`config.mk`:
```
export PLATFORM = sky130hd
export DESIGN_NAME = vita49_trig_sched
export DESIGN_NICKNAME = d
export VERILOG_FILES = /design/src/rtl/vita49_trig_sched.sv
export SDC_FILE = /design/constraint.sdc
export NUM_CORES = 2
export LEC_CHECK = 0
export ABC_AREA = 1
export BUFFER_PORTS_ARGS = -buffer_cell sky130_fd_sc_hd__buf_2
export CORE_ASPECT_RATIO = 0.6
export CORE_MARGIN = 4
export CORE_UTILIZATION = 30
export CTS_CLUSTER_DIAMETER = 60
export CTS_CLUSTER_SIZE = 8
export DETAILED_ROUTE_END_ITERATION = 8
export GPL_ROUTABILITY_DRIVEN = 1
export GPL_TIMING_DRIVEN = 0
export SLEW_MARGIN = 40
export SYNTH_ARGS = -nofsm -noshare
export SYNTH_HDL_FRONTEND = slang
export SYNTH_SLANG_ARGS = --single-unit
```
`constraint.sdc`:
```
create_clock -name AXIS_ACLK -period 40.7 [get_ports AXIS_ACLK]
set_input_delay 2.035 -clock AXIS_ACLK [delete_from_list [all_inputs] [get_ports AXIS_ACLK]]
set_output_delay 2.035 -clock AXIS_ACLK [all_outputs]
set_load 0.01 [all_outputs]
```
`src/rtl/vita49_trig_sched.sv`:
```
// Time-scheduled AXI-Stream gate: a FIFO of {on,off} windows opens/closes the stream against VITA-49 time.
// Optional VITA49_TRIG_PKT_ALIGN_EN defers gate changes to packet boundaries.
module vita49_trig_sched #(
  parameter int C_AXIS_TDATA_NUM_BYTES = 4,
  parameter int C_WIN_DEPTH_LOG2       = 3,
  parameter int C_DROP_CLOSED          = 0
) (
  input  logic                                AXIS_ACLK,
  input  logic                                AXIS_ARESET,
  input  logic [8*C_AXIS_TDATA_NUM_BYTES-1:0] S_AXIS_TDATA,
  input  logic [C_AXIS_TDATA_NUM_BYTES-1:0]   S_AXIS_TSTRB,
  input  logic                                S_AXIS_TLAST,
  input  logic                                S_AXIS_TVALID,
  output logic                                S_AXIS_TREADY,
  output logic [8*C_AXIS_TDATA_NUM_BYTES-1:0] M_AXIS_TDATA,
  output logic [C_AXIS_TDATA_NUM_BYTES-1:0]   M_AXIS_TSTRB,
  output logic                                M_AXIS_TLAST,
  output logic                                M_AXIS_TVALID,
  input  logic                                M_AXIS_TREADY,
  input  logic [31:0]                         ctrl,
  input  logic [31:0]                         win_tsi_on,
  input  logic [31:0]                         win_tsi_off,
  input  logic [63:0]                         win_tsf_on,
  input  logic [63:0]                         win_tsf_off,
  input  logic                                win_push,
  input  logic [31:0]                         tsi,
  input  logic [63:0]                         tsf,
  output logic                                trig,
  output logic [31:0]                         status,
  output logic [31:0]                         drop_cnt
);
  localparam int   AW     = C_WIN_DEPTH_LOG2;
  localparam int   DEPTH  = 1 << AW;
  localparam logic C_DROP = (C_DROP_CLOSED != 0);

  typedef enum logic [1:0] {S_IDLE = 2'd0, S_ARMED = 2'd1, S_OPEN = 2'd2} state_t;

  logic [2:0]    r_ctrl;
  logic          r_win_vld_p0;
  logic [95:0]   r_won_p0, r_woff_p0;
  logic [95:0]   r_now_p0, r_now_p1;
  logic [95:0]   r_mem_on  [DEPTH];
  logic [95:0]   r_mem_off [DEPTH];
  logic [95:0]   r_cmp_on, r_cmp_off;
  logic          r_on_rch, r_off_rch, r_rch_stale;
  logic [AW-1:0] r_rd_ptr, r_wr_ptr;
  logic [AW:0]   r_count;
  state_t        r_state;
  logic          r_trig, r_ovf, r_bad;
  logic [15:0]   r_missed;
  logic [31:0]   r_drop;

  logic          w_en, w_flush, w_pt, w_full, w_empty, w_bad, w_push_ok;
  logic          w_pop, w_miss, w_load, w_acc, w_drop_inc, w_gate_nxt, w_trig_upd;
  logic [AW-1:0] w_ld_ptr;
  state_t        w_state_nxt;
  logic          w_unused;

  assign w_unused   = &{1'b0, ctrl[31:3], 1'b0};
  assign w_en       = r_ctrl[0];
  assign w_flush    = r_ctrl[1];
  assign w_pt       = r_ctrl[2];
  assign w_full     = (r_count == (AW+1)'(DEPTH));
  assign w_empty    = (r_count == '0);
  assign w_bad      = (r_woff_p0 <= r_won_p0);
  assign w_push_ok  = r_win_vld_p0 && !w_bad && !w_full && !w_flush;
  assign w_ld_ptr   = w_pop ? r_rd_ptr + AW'(1) : r_rd_ptr;

  // Stream gate: data path is pure wiring, only the handshake is gated by trig.
  assign M_AXIS_TDATA  = S_AXIS_TDATA;
  assign M_AXIS_TSTRB  = S_AXIS_TSTRB;
  assign M_AXIS_TLAST  = S_AXIS_TLAST;
  assign M_AXIS_TVALID = r_trig & S_AXIS_TVALID;
  assign S_AXIS_TREADY = r_trig ? M_AXIS_TREADY : C_DROP;
  assign w_acc         = S_AXIS_TVALID & S_AXIS_TREADY;
  assign w_drop_inc    = C_DROP && !r_trig && w_acc;

  assign trig     = r_trig;
  assign drop_cnt = r_drop;
  assign status   = {r_missed, 8'(r_count), 2'b00, r_state, r_bad, r_ovf, w_full, w_empty};

  // Window sequencer; reached flags are ignored for one cycle after the compare registers reload.
  always_comb begin
    w_state_nxt = r_state;
    w_pop       = 1'b0;
    w_miss      = 1'b0;
    w_load      = 1'b0;
    if (w_en && !w_flush) begin
      case (r_state)
        S_IDLE: if (!w_empty) begin
          w_state_nxt = S_ARMED;
          w_load      = 1'b1;
        end
        S_ARMED: if (!r_rch_stale && r_on_rch) begin
          if (r_off_rch) begin
            w_pop  = 1'b1;
            w_miss = 1'b1;
          end else begin
            w_state_nxt = S_OPEN;
          end
        end
        S_OPEN: if (!r_rch_stale && r_off_rch) w_pop = 1'b1;
        default: w_state_nxt = S_IDLE;
      endcase
      if (w_pop) begin
        if (r_count > (AW+1)'(1)) begin
          w_state_nxt = S_ARMED;
          w_load      = 1'b1;
        end else begin
          w_state_nxt = S_IDLE;
        end
      end
    end
    w_gate_nxt = (w_state_nxt == S_OPEN) || w_pt;
  end

`ifdef VITA49_TRIG_PKT_ALIGN_EN
  logic r_in_pkt;
  logic w_in_pkt_nxt;
  assign w_in_pkt_nxt = w_acc ? ~S_AXIS_TLAST : r_in_pkt;
  assign w_trig_upd   = ~w_in_pkt_nxt;

  always_ff @(posedge AXIS_ACLK or posedge AXIS_ARESET) begin
    if (AXIS_ARESET) r_in_pkt <= 1'b0;
    else             r_in_pkt <= w_in_pkt_nxt;
  end
`else
  assign w_trig_upd = 1'b1;
`endif

  // p0: window capture and time; p1: second time stage; p2: registered compares.
  always_ff @(posedge AXIS_ACLK) begin
    r_won_p0  <= {win_tsi_on, win_tsf_on};
    r_woff_p0 <= {win_tsi_off, win_tsf_off};
    r_now_p0  <= {tsi, tsf};
    r_now_p1  <= r_now_p0;
    r_on_rch  <= (r_now_p1 >= r_cmp_on);
    r_off_rch <= (r_now_p1 >= r_cmp_off);
    if (w_push_ok) begin
      r_mem_on[r_wr_ptr]  <= r_won_p0;
      r_mem_off[r_wr_ptr] <= r_woff_p0;
    end
    if (w_load) begin
      r_cmp_on  <= r_mem_on[w_ld_ptr];
      r_cmp_off <= r_mem_off[w_ld_ptr];
    end
  end

  always_ff @(posedge AXIS_ACLK or posedge AXIS_ARESET) begin
    if (AXIS_ARESET) begin
      r_ctrl       <= '0;
      r_win_vld_p0 <= 1'b0;
      r_rch_stale  <= 1'b1;
      r_state      <= S_IDLE;
      r_rd_ptr     <= '0;
      r_wr_ptr     <= '0;
      r_count      <= '0;
      r_trig       <= 1'b0;
      r_ovf        <= 1'b0;
      r_bad        <= 1'b0;
      r_missed     <= '0;
      r_drop       <= '0;
    end else begin
      r_ctrl       <= ctrl[2:0];
      r_win_vld_p0 <= win_push;
      r_rch_stale  <= w_load;
      if (w_flush) begin
        r_state  <= S_IDLE;
        r_rd_ptr <= '0;
        r_wr_ptr <= '0;
        r_count  <= '0;
        r_trig   <= 1'b0;
        r_ovf    <= 1'b0;
        r_bad    <= 1'b0;
        r_missed <= '0;
        r_drop   <= '0;
      end else begin
        r_state <= w_state_nxt;
        if (w_push_ok) r_wr_ptr <= r_wr_ptr + AW'(1);
        if (w_pop)     r_rd_ptr <= r_rd_ptr + AW'(1);
        r_count <= r_count + (AW+1)'(w_push_ok) - (AW+1)'(w_pop);
        if (r_win_vld_p0 && w_bad)           r_bad <= 1'b1;
        if (r_win_vld_p0 && !w_bad && w_full) r_ovf <= 1'b1;
        if (w_miss && r_missed != 16'hFFFF)  r_missed <= r_missed + 16'd1;
        if (w_drop_inc && r_drop != 32'hFFFF_FFFF) r_drop <= r_drop + 32'd1;
        if (w_trig_upd) r_trig <= w_gate_nxt;
      end
    end
  end

endmodule
```
==> flow_summary.ini <==
[logic_synthesis]
synth_cells = 6437
yosysTopAreaCell = edfxtp_1
netlist_area_um2 = 82500
synthTopCellsByArea = edfxtp_1, dfxtp_1, o21ai_0, ha_1, nor2_1
yosys.area.top_type_share = 0.629
synthArstFlopShare = 0.0167
avgSynthCellArea_um2 = 12.8
ys_warn_count = 0
ys_seq_elements = 2150
synthFlopType = edfxtp_1
synth_cell_types = 48
synth.yosys.seq_area_share = 0.734
synth-edff-count = 1728

[global_routing]
antenna_found_initial = 31
grt.overflow.total = 0
grt_pass1_vias = 53200
grt_max_degree = 37
grt_pass1_wl_mm = 372
grtUsageTotal = 0.178

[worst_setup_path]
crit_path_top_delay_cell = dfxtp_1
crit_buf_inv = 16
crit_family = buffers and inverters
critPathMaxStageDelay_ns = 0.59
crit_top_cell = buf_4
critPathArrivalTime_ns = 7.36
cp-end-kind = flop
crit_required_ns = 41.23
crit_fanout = 10
critPathKind = flop to flop
critPathLaunchType = flop

[power_and_ir_drop]
power.leakage_nw = 38.5
peakVddDrop_v = 0.0000302
power_density_nw_per_um2 = 50.4

[job]
maxCapViolations = 0

[cells_and_area]
postLayoutCoreUtil = 0.369
nets = 8133
drive_above_1_share = 0.164
syn2layout_area_growth_pct = 21.9
final_common_cell = edfxtp_1
final_cell_mix = edfxtp_1, nor2_1, nand2_1

[cts]
clock_latency_ns = 0.87
post-cts-setup-buffer-count = 0
clock-root-buffer = clkbuf_16
cts_made_buffers = 315
ctsResizeCount = 0
ctsHoldBuffers = 0
cts_max_path_buffers = 4
path_clk_slew_ns = 0.05
h-tree-depth = 5
numClockSinks = 2150
tritoncts = built

[timing]
final.setup.tns_ns = 0
fin_crit_ns = 6.83
drv_slew = 0
hold_viol = 0
clock-skew-final_ns = 0.126
setup_viol = 0
worstMarginPinSlew_ns = 0.885
fmax_mhz = 146
maxSlewHeadroom = 0.410
finalCritPeriodShare = 0.168
grt_setup_unrepaired = no
hold_ws_ns = 0.287

[routing]
via_count = 55500
via_per_inst = 4.87
wl_mm = 264
route.antenna.remaining_nets = 0
drtIter0Drc = 6759
wl_per_cell_um = 23.1
drc = 0
dr.pass1.iters = 5

[floorplanning]
dieArea_um2 = 284000
die_width_um = 685
ioPinCount = 466
core-area_um2 = 272000
die_height_um = 414
initial_utilization = 0.303
core.rowCount = 148

[hold_path]
min_path_type = flop to flop

[placed_design]
io_buffer_count = 361
hpwl_mm = 194
gp_congestion = 0.890

[status]
status = finished clean
[through the flow]
stage	total power (W)	instance area, um2	instances	worst slack (ns)
finish	0.00507	101000	11400	33.87
global route	0.00523	100000	11400	33.62
CTS	0.00510	100000	11400	33.86
detailed placement	0.00271	91400	10800	33.87
global placement	0.00272	89000	10500	9.82
floorplan	0.00261	82600	6474	24.87
[synthesized netlist by cell type, types with 35 or more instances]
master and count:
ha_1 301, buf_4 114, dfrtp_1 35, inv_1 392, nand3_1 39, buf_2 91
edfxtp_1 1728, o21ai_0 778, nand2_1 839, clkbuf_1 165, a21oi_1 158, dfxtp_1 386
nor2_1 850, o21ai_1 38, o22ai_1 385
[layout make-up]
| class | instances | area, um2 |
|---|---|---|
| inverters | 395 | 1490 |
| multi-input cells | 3548 | 18600 |
| repair buffers | 678 | 4080 |
| fillers | 25900 | 172000 |
| flip-flops and latches | 2150 | 60500 |
| clock inverters | 21 | 231 |
| plain buffers | 381 | 2040 |
| clock buffers | 537 | 8880 |
| well taps | 3675 | 4600 |
| diodes | 13 | 32.5 |
[registers in the layout, summed over array words and instances, names as in the netlist]
register      cells
r_missed         16
r_now_p1         96
r_rd_ptr          3
r_woff_p0        96
r_mem_off       768
r_state           2
r_off_rch         1
r_mem_on        768
r_won_p0         96
trig              1
r_rch_stale       1
r_count           4
r_on_rch          1
r_bad             1
r_ctrl            3
r_cmp_off        96
r_win_vld_p0      1
r_wr_ptr          3
r_now_p0         96
r_ovf             1
r_cmp_on         96
[layer usage]
layer,wire (um),track usage
met3,27700,0.0433
met1,111000,0.250
met5,42,0
met4,11300,0.0710
met2,113000,0.264
[path summary, 6_finish.rpt]
check                              from              end  slack (ns)  depth (start not counted)
max reg2reg                r_won_p0[29]  r_mem_on[6][28]       33.87                         27
min                        r_now_p0[75]     r_now_p1[75]        0.29                          0
max                        r_won_p0[29]  r_mem_on[6][28]       33.87                         27
max in group asynchronous   AXIS_ARESET      r_wr_ptr[0]       38.97                          2
min reg2reg                r_now_p0[75]     r_now_p1[75]        0.29                          0
min in group asynchronous   AXIS_ARESET      r_rd_ptr[0]        1.30                          2
[cells by family (layout without fill, tap and decap cells)]
group | count (synthesis) | in the layout | share of synthesized area
other | 1 | 51 | 0.0000455
XOR/XNOR | 3 | 3 | 0.000319
AND/OR/NAND/NOR | 1803 | 1803 | 0.0848
adder cells (fa/ha/maj) | 302 | 302 | 0.0459
buffers and inverters | 776 | 2012 | 0.0427
AO/OA/AOI/OAI | 1402 | 1402 | 0.0924
flip-flops | 2150 | 2150 | 0.734
[power breakdown]
| part | switching (W) | internal (W) |
|---|---|---|
| logic | 0.000119 | 0.0000673 |
| registers | 0.0000515 | 0.00243 |
| clock network | 0.000927 | 0.00147 |
| total | 0.00110 | 0.00397 |
Note: power is estimated with default switching activity, not from simulation.
